### src/rtl/uart_cmd_sched.sv
// uart_cmd_sched
// Shares one UART command master between two requesters. Requests are
// arbitrated round-robin. The winner's 24-bit command is latched and launched,
// and its one-byte response is awaited. A NAK or a timeout causes a re-send,
// up to MAX_RETRY extra attempts, and the outcome is reported back to the
// owning requester.
//
// Ports
//   clk, rst_n     system clock, asynchronous active-low reset
//   req[1:0]       per-requester request level, held until its done pulse
//   cmd0, cmd1     per-requester 24-bit command, stable while requesting
//   gnt[1:0]       one-hot grant, high for the whole transaction
//   done[1:0]      one-cycle completion pulse to the granted requester
//   err            with done: 1 = retries exhausted, 0 = ACK received
//   rsp[7:0]       with done: last response byte (8'h00 after a timeout)
//   cmd[23:0]      latched command presented to the comm master
//   send_cmd       one-cycle launch pulse to the comm master
//   cmd_sent       comm master idle level (high when idle)
//   resp_rdy/resp  comm master response byte valid / value
//   clr_resp_rdy   one-cycle clear of the master's resp_rdy flag
module uart_cmd_sched #(
  parameter int          TIMEOUT   = 1_000_000,
  parameter int          MAX_RETRY = 2,
  parameter logic [7:0]  ACK       = 8'hA5
) (
  input  logic        clk,
  input  logic        rst_n,
  input  logic [1:0]  req,
  input  logic [23:0] cmd0,
  input  logic [23:0] cmd1,
  output logic [1:0]  gnt,
  output logic [1:0]  done,
  output logic        err,
  output logic [7:0]  rsp,
  output logic [23:0] cmd,
  output logic        send_cmd,
  input  logic        cmd_sent,
  input  logic        resp_rdy,
  input  logic [7:0]  resp,
  output logic        clr_resp_rdy
);

  localparam int CNT_W = $clog2(TIMEOUT) + 1;
  localparam int ATT_W = (MAX_RETRY < 1) ? 1 : $clog2(MAX_RETRY + 1);

  localparam logic [CNT_W-1:0] CNT_LAST = CNT_W'(TIMEOUT - 1);
  localparam logic [CNT_W-1:0] CNT_MAX  = '1;
  localparam logic [ATT_W-1:0] ATT_MAX  = ATT_W'(MAX_RETRY);

  typedef enum logic [2:0] {
    IDLE    = 3'd0,
    SEND    = 3'd1,
    ACCEPT  = 3'd2,
    TXWAIT  = 3'd3,
    RSPWAIT = 3'd4,
    FIN     = 3'd5
  } state_t;

  state_t             state;
  logic [CNT_W-1:0]   tmo_cnt;
  logic [ATT_W-1:0]   att_cnt;
  logic               last_ptr;   // requester served most recently
  logic               win;        // arbitration result in IDLE
  logic               rsp_ack;
  logic               att_fail;

  // Saturating increment for the response timeout counter.
  function automatic logic [CNT_W-1:0] cnt_sat_inc(input logic [CNT_W-1:0] v);
    return (v == CNT_MAX) ? v : v + CNT_W'(1);
  endfunction

  // Round-robin pick: on a tie the requester not served last wins;
  // a lone request wins regardless of the pointer.
  function automatic logic pick_winner(input logic [1:0] r, input logic last);
    if (r == 2'b11) return ~last;
    return r[1];
  endfunction

  always_comb begin
    win      = pick_winner(req, last_ptr);
    rsp_ack  = 1'b0;
    att_fail = 1'b0;
    if (state == RSPWAIT) begin
      // A response in the timeout cycle takes precedence over the timeout.
      if (resp_rdy) begin
        rsp_ack  = (resp == ACK);
        att_fail = (resp != ACK);
      end else begin
        att_fail = (tmo_cnt == CNT_LAST);
      end
    end
  end

  always_ff @(posedge clk or negedge rst_n) begin
    if (!rst_n) begin
      state        <= IDLE;
      gnt          <= 2'b00;
      done         <= 2'b00;
      err          <= 1'b0;
      rsp          <= 8'h00;
      cmd          <= 24'h0;
      send_cmd     <= 1'b0;
      clr_resp_rdy <= 1'b0;
      tmo_cnt      <= '0;
      att_cnt      <= '0;
      last_ptr     <= 1'b1;
    end else begin
      send_cmd     <= 1'b0;
      clr_resp_rdy <= 1'b0;
      done         <= 2'b00;

      case (state)
        IDLE: begin
          if (|req) begin
            gnt          <= win ? 2'b10 : 2'b01;
            cmd          <= win ? cmd1 : cmd0;
            att_cnt      <= '0;
            send_cmd     <= 1'b1;
            clr_resp_rdy <= 1'b1;  // flush any stale response byte
            state        <= SEND;
          end
        end

        SEND: state <= ACCEPT;

        ACCEPT: begin
          if (!cmd_sent) state <= TXWAIT;
        end

        TXWAIT: begin
          if (cmd_sent) begin
            tmo_cnt <= '0;
            state   <= RSPWAIT;
          end
        end

        RSPWAIT: begin
          tmo_cnt <= cnt_sat_inc(tmo_cnt);
          if (resp_rdy) begin
            rsp          <= resp;
            clr_resp_rdy <= 1'b1;
          end else if (att_fail) begin
            rsp <= 8'h00;
          end

          if (rsp_ack) begin
            err   <= 1'b0;
            done  <= gnt;
            gnt   <= 2'b00;
            state <= FIN;
          end else if (att_fail) begin
            if (att_cnt < ATT_MAX) begin
              att_cnt      <= att_cnt + ATT_W'(1);
              send_cmd     <= 1'b1;
              clr_resp_rdy <= 1'b1;
              state        <= SEND;
            end else begin
              err   <= 1'b1;
              done  <= gnt;
              gnt   <= 2'b00;
              state <= FIN;
            end
          end
        end

        FIN: begin
          // done is visible this cycle; gnt already dropped.
          last_ptr <= done[1];
          state    <= IDLE;
        end

        default: state <= IDLE;
      endcase
    end
  end

endmodule

### config.mk
export PLATFORM = sky130hd
export DESIGN_NAME = uart_cmd_sched
export DESIGN_NICKNAME = d
export VERILOG_FILES = /design/src/rtl/uart_cmd_sched.sv
export SDC_FILE = /design/constraint.sdc
export NUM_CORES = 1
export LEC_CHECK = 0
export ABC_CLOCK_PERIOD_IN_PS = 5750
export CORE_MARGIN = 8
export CORE_UTILIZATION = 50
export DETAILED_ROUTE_END_ITERATION = 10
export GPL_TIMING_DRIVEN = 1
export PLACE_DENSITY = 0.85
export SETUP_SLACK_MARGIN = 0.02
export SYNTH_ARGS = -nofsm -noshare
export SYNTH_HDL_FRONTEND = slang
export SYNTH_SLANG_ARGS = --single-unit
### constraint.sdc
create_clock -name clk -period 5.75 [get_ports clk]
set_input_delay 1.4375 -clock clk [delete_from_list [all_inputs] [get_ports clk]]
set_output_delay 1.4375 -clock clk [all_outputs]
set_load 0.01 [all_outputs]
==> flow_metrics.py, run 1 <==
metrics = {
    "worst_setup_path": {
        "required_ns": 5.95,
        "crit_arrival_ns": 3.17,
        "critPathKind": "in -> reg",
        "end_kind": "register",
        "path_max_fanout": 25,
        "start_kind": "input pin",
    },
    "yosys": {
        "synth_compound_area_share_pct": 14.75,
        "syn_area_mm2": 0.003191,
        "yosysMostFrequentCell": "dfrtp_1",
        "synth_top_area_cell": "dfrtp_1",
        "synth_simple_gate_area_share_pct": 20.16,
        "synth-edff-count": 0,
        "synth_fa_ha_area_share_pct": 0.3922,
        "yosysWarnings": 0,
        "synthXorXnorAreaFrac_pct": 1.922,
        "yosys.area.top_type_share_pct": 50.98,
        "synth.distinct_cells": 49,
        "synth_mux_area_share_pct": 8.196,
        "avgSynthCellArea_um2": 9.817,
        "synth_top_family_by_area": "simple AND/OR/NAND/NOR gates",
        "ys_ff_latch": 66,
        "synthFlopType": "dfrtp_1",
        "syn-num-nets": 388,
        "ys_seq_area_share_pct": 51.80,
        "synth.top_cells.by_count": "65 x dfrtp_1, 57 x nand2_1, 39 x o21ai_0",
        "yosys-top-cells-area": "dfrtp_1 51%, mux2i_1 7.8%, nand2_1 6.7%",
        "netlist_instances": 325,
        "async_reset_ff_share_pct": 100.0,
    },
    "timing": {
        "worstMarginPinSlew_ns": 1.054,
        "layout_min_cycle_time_ns": 2.972,
        "hold_viol_final": 0,
        "setup_viol": 0,
        "finClkSkew_ns": 0.004661,
        "relSlewSlack_pct": 29.49,
        "final.period_utilization_pct": 51.69,
        "setup-tns-final_ns": 0,
        "drv_slew": 0,
        "grt_setup_unrepaired": "false",
        "max_freq_mhz": 336.5,
        "fin_hold_ws_ns": 0.4810,
    },
    "finish": {
        "nNetsFinal": 485,
        "fin_cells": 504,
        "fin_area_mm2": 0.004403,
        "final_layout_size_suffix_gt1_share_pct": 6.323,
        "fill_cells": 483,
        "syn_to_final_growth_pct": 38.00,
        "antennaDiodeCount": 0,
        "fin_util_pct": 70.14,
    },
    "drt": {
        "vias": 2813,
        "drt-pass1-iter-count": 4,
        "remaining_drc_errors": 0,
        "wl_per_cell_um": 16.26,
        "ant_nets": 0,
        "drt_iter0_drc": 146,
        "wl_um": 8197,
        "via_per_inst": 5.581,
    },
    "clocking": {
        "cts_resized": 0,
        "cts.clk_slew.worst_paths_ns": 0.07,
        "htree_levels": 3,
        "numCtsBuffers": 9,
        "cts_tree": "done",
        "clockBufferDepth": 2,
        "numClockSinks": 66,
        "cts_hold_repair.buffers": 0,
        "clock_latency_ns": 0.34,
        "post_cts_buffers": 0,
        "ctsRootBufferMaster": "clkbuf_8",
    },
    "placed_design": {
        "port_buffers": 100,
        "dp.cells": 488,
        "place_hpwl_um": 6228,
        "place_congestion": 0.8185,
        "post_dp_cell_area_mm2": 0.004239,
    },
    "floorplan": {
        "die_w_um": 95.88,
        "io_pins": 101,
        "fp.coreArea_mm2": 0.006277,
        "fp.dieArea_mm2": 0.009193,
        "start_util_pct": 50.83,
        "row_count": 29,
        "die_y_um": 95.88,
    },
    "grt": {
        "grt_first_pass_wirelength_um": 13590,
        "antenna_found_initial": 0,
        "grt_use_total_pct": 19.18,
        "grt_pass1_vias": 2915,
        "overflow": 0,
        "grt_max_degree": 67,
    },
    "pwr": {
        "peakVddDrop_mv": 0.2052,
        "power.density_mw_per_mm2": 369.2,
        "p_leak_uw": 0.001943,
    },
    "hold_path": {
        "min_path_type": "reg -> reg",
    },
    "run": {
        "maxCapViolCount": 0,
    },
    "status": {
        "outcome": "completed",
    },
}
[registers in the layout (all words and copies together), names as in the netlist]
| signal | flops |
|---|---|
| gnt | 2 |
| rsp | 8 |
| att_cnt | 2 |
| cmd | 24 |
| clr_resp_rdy | 1 |
| last_ptr | 1 |
| done | 2 |
| send_cmd | 1 |
| state | 3 |
| err | 1 |
| tmo_cnt | 21 |
[final timing paths]
check                                           to  slack (ns)  depth (start not counted)                 start
max                             cmd[0]$_DFFE_PN0P_        2.78                          4                req[1]
min                             cmd[1]$_DFFE_PN0P_        0.48                          2    cmd[1]$_DFFE_PN0P_
max reg2reg                tmo_cnt[19]$_DFFE_PN0P_        3.53                          5  state[2]$_DFFE_PN0P_
min reg2reg                     cmd[1]$_DFFE_PN0P_        0.48                          2    cmd[1]$_DFFE_PN0P_
max in group asynchronous       rsp[4]$_DFFE_PN0P_        3.94                          2                 rst_n
min in group asynchronous  tmo_cnt[14]$_DFFE_PN0P_        1.27                          2                 rst_n
[kinds of logic after synthesis]
logic type,count (synthesis)
and+or+nand+nor,127
xor gates and xnor gates,7
adders and majority gates,1
DFF,66
AOI/OAI and AO/OA,77
muxes,26
buffers and inverters,21
[per-stage QoR]
| step | setup slack, ns | power (uW) |
|---|---|---|
| 2_1_floorplan | 2.950 | 953.8 |
| 3_3_place_gp | 2.426 | 1288 |
| 3_5_place_dp | 2.385 | 1310 |
| 4_1_cts | 2.771 | 1648 |
| 5_1_grt | 2.669 | 1743 |
| 6_report | 2.778 | 1625 |
[layout make-up]
type,instances,area [um2],share of cell area (%)
Clock buffer,13,148.9,3.382
Clock inverter,3,15.01,0.3410
Inverter,5,18.77,0.4263
Multi-Input combinational cell,238,1460,33.16
Sequential cell,66,1653,37.54
Tap cell,77,96.34,2.188
Timing Repair Buffer,102,1011,22.96
[critical path: stages]
cell,delay [ns]
clkdlybuf4s50_1,0.48
a21boi_4,0.81
mux2i_1,0.31
o21ai_0,0.11
[where the power goes]
part / leakage [uW] / internal, uW / switching (uW)
logic: 0.000996 / 313 / 284
registers: 0.000860 / 603 / 95.2
clock network: 0.0000872 / 166 / 165
total: 0.00194 / 1080 / 544
[layout by cell type (no fill, tap or decap), types with 8 or more instances in the layout]
master	instances
clkbuf_8	10
o211ai_1	8
o21ai_0	39
nand3_1	9
dfrtp_1	65
a21oi_1	11
nand2_1	57
clkdlybuf4s50_1	99
mux2i_1	25
nor2_1	20
[routing by layer]
layer / share of wire [%] / track usage, % / up-vias
li1: - / - / 1368
met1: 40 / 21.60 / 1348
met2: 48 / 30.69 / 85
met3: 9.8 / 8.502 / 12
met4: 1.8 / 8.963 / 0
met5: 0 / 0 / -
Power figures use the tool's default switching activity.
==> run 2, diff against run 1 <==
--- a/config.mk
+++ b/config.mk
@@ -5,12 +5,12 @@
 export SDC_FILE = /design/constraint.sdc
 export NUM_CORES = 1
 export LEC_CHECK = 0
-export ABC_CLOCK_PERIOD_IN_PS = 5750
+export ABC_CLOCK_PERIOD_IN_PS = 3100
 export CORE_MARGIN = 8
-export CORE_UTILIZATION = 50
+export CORE_UTILIZATION = 46
 export DETAILED_ROUTE_END_ITERATION = 10
 export GPL_TIMING_DRIVEN = 1
-export PLACE_DENSITY = 0.85
+export PLACE_DENSITY = 0.79
 export SETUP_SLACK_MARGIN = 0.02
 export SYNTH_ARGS = -nofsm -noshare
 export SYNTH_HDL_FRONTEND = slang
==> constraint.sdc (replaced) <==
create_clock -name clk -period 3.1 [get_ports clk]
set_input_delay 0.775 -clock clk [delete_from_list [all_inputs] [get_ports clk]]
set_output_delay 0.775 -clock clk [all_outputs]
set_load 0.01 [all_outputs]
==> run 2 against run 1 <==
  * Sequential share of layout area shrank 0.33 points
  * Worst hold slack lost 0.097 ns
  * Global-route usage down 1.5 points
  * Clock skew up 0.0025 ns
  * Largest power group unchanged
==> flow_metrics.py, run 2 (synthesis gave the netlist of run 1 again) <==
metrics = {
    "timing": {
        "relSlewSlack_pct": 56.83,
        "worstMarginPinSlew_ns": 0.6416,
        "setup_viol": 0,
        "drv_slew": 0,
        "max_freq_mhz": 447.0,
        "hold_viol_final": 0,
        "finClkSkew_ns": 0.007187,
        "setup-tns-final_ns": 0,
        "layout_min_cycle_time_ns": 2.237,
        "grt_setup_unrepaired": "false",
        "final.period_utilization_pct": 72.17,
    },
    "worst_setup_path": {
        "r2r_end": "tmo_cnt[12]$_DFFE_PN0P_",
        "crit_arrival_ns": 2.48,
        "critPathKind": "reg -> reg",
        "crit_chain": "or3b_1 > nor3_4 > o21ai_2 > or4_1 > o21ai_0",
        "slowest_stage": "or3b_1",
        "start_kind": "register",
        "required_ns": 3.35,
        "rr_startpoint": "state[2]$_DFFE_PN0P_",
        "end_kind": "register",
        "cp_slowest_stage_delay_ns": 0.57,
        "reg2regPathDepth": 5,
        "path_max_fanout": 10,
        "r2r_setup_slack_ns": 0.86,
        "startpoint": "state[2]$_DFFE_PN0P_",
    },
    "finish": {
        "mostFrequentLayoutCells": "99 x clkdlybuf4s50_1, 65 x dfrtp_1, 57 x nand2_1",
        "regMostFlops": "cmd",
        "top_regs": "cmd: 24 flops, tmo_cnt: 21 flops, rsp: 8 flops",
        "fin_cells": 510,
        "fin_area_mm2": 0.004442,
        "multi_input_area_mm2": 0.001460,
        "final_layout_size_suffix_gt1_share_pct": 6.977,
        "syn_to_final_growth_pct": 39.22,
        "largest_reg_flops": 24,
        "fill_cells": 558,
        "layout_commonest_cell": "clkdlybuf4s50_1",
        "antennaDiodeCount": 0,
        "nNetsFinal": 488,
        "regArea_mm2": 0.001653,
    },
    "floorplan": {
        "io_pins": 101,
        "fp.dieArea_mm2": 0.009857,
        "die_w_um": 99.28,
        "start_util_pct": 47.22,
        "row_count": 30,
        "die_y_um": 99.28,
        "fp.coreArea_mm2": 0.006756,
    },
    "pwr": {
        "p_leak_uw": 0.001964,
        "peakVddDrop_mv": 0.3964,
        "total_power_uw": 3045,
        "power.density_mw_per_mm2": 685.6,
    },
    "placed_design": {
        "post_dp_cell_area_mm2": 0.004278,
        "place_hpwl_um": 6529,
        "dp.cells": 494,
        "place_congestion": 0.7996,
        "port_buffers": 100,
    },
    "clocking": {
        "clock_latency_ns": 0.33,
        "numClockSinks": 66,
        "post_cts_buffers": 0,
        "numCtsBuffers": 9,
        "cts.clk_slew.worst_paths_ns": 0.07,
        "cts_hold_repair.buffers": 0,
        "ctsRootBufferMaster": "clkbuf_8",
        "cts_resized": 0,
        "htree_levels": 3,
        "cts_tree": "done",
        "clockBufferDepth": 2,
    },
    "drt": {
        "vias": 2766,
        "wl_per_cell_um": 16.60,
        "wl_um": 8467,
        "via_per_inst": 5.424,
        "drt-pass1-iter-count": 4,
        "remaining_drc_errors": 0,
        "drt_iter0_drc": 127,
        "ant_nets": 0,
    },
    "grt": {
        "grt_max_degree": 49,
        "overflow": 0,
        "antenna_found_initial": 0,
        "grt_first_pass_wirelength_um": 14040,
        "grt_pass1_vias": 2878,
        "grt_use_total_pct": 17.70,
    },
    "status": {
        "outcome": "completed",
    },
    "hold_path": {
        "min_path_type": "in -> async",
    },
    "run": {
        "maxCapViolCount": 0,
    },
}
==> run 2: cell count changes in the layout (fill, tap and decap cells not counted) <==
| cell | delta |
|---|---|
| buf_12 | +1 |
| buf_4 | +2 |
==> run 2: routing by layer <==
layer  GRT usage, %  up-vias  share of wire, %
met5              0        -                 0
met4          5.239        0              0.87
met3          7.821        6               9.3
met2          28.93       83                48
met1          20.45     1307                41
li1               -     1370                 -
==> run 2: how the worst max path moves through the flow <==
stage,to,slack [ns],depth (start not counted)
6_report,tmo_cnt[12]$_DFFE_PN0P_,0.86,5
2_1_floorplan,cmd[10]$_DFFE_PN0P_,0.96,5
5_1_grt,tmo_cnt[2]$_DFFE_PN0P_,0.69,6
4_1_cts,tmo_cnt[19]$_DFFE_PN0P_,0.86,5
3_3_place_gp,gnt[0]$_DFFE_PN0P_,0.78,6
3_5_place_dp,gnt[0]$_DFFE_PN0P_,0.68,6
==> run 2: layout make-up <==
| cell class | instances | share of cell area, % |
|---|---|---|
| sequential | 66 | 37.21 |
| multi-input combinational | 238 | 32.87 |
| tap | 80 | 2.254 |
| clock buffer | 13 | 3.352 |
| clock inverter | 3 | 0.3380 |
| timing repair buffer | 105 | 23.55 |
| inverter | 5 | 0.4225 |
==> run 2: per-stage QoR <==
stage                     setup slack (ns)  util [%]  hold WS (ns)
after global routing                0.6915     65.74        0.4063
after floorplan                     0.9622         -        0.4453
after detailed placement            0.6846     63.31        0.4744
after CTS                           0.8620     65.74        0.3866
after global placement              0.7759     63.31        0.4600
final                               0.8627     65.74        0.3835
==> run 2: worst max-delay path, delay by kind of cell (launching register included) <==
| kind | cells | cell delay (ns) |
|---|---|---|
| AO/OA/AOI/OAI | 2 | 0.22 |
| AND/OR/NAND/NOR | 3 | 1.46 |
| flip-flops | 1 | 0.49 |
==> run 2: power breakdown <==
group	switching, uW	total [uW]	internal [uW]
logic	535	1130	599
clock network	301	611	309
registers	183	1300	1120
total	1020	3050	2030
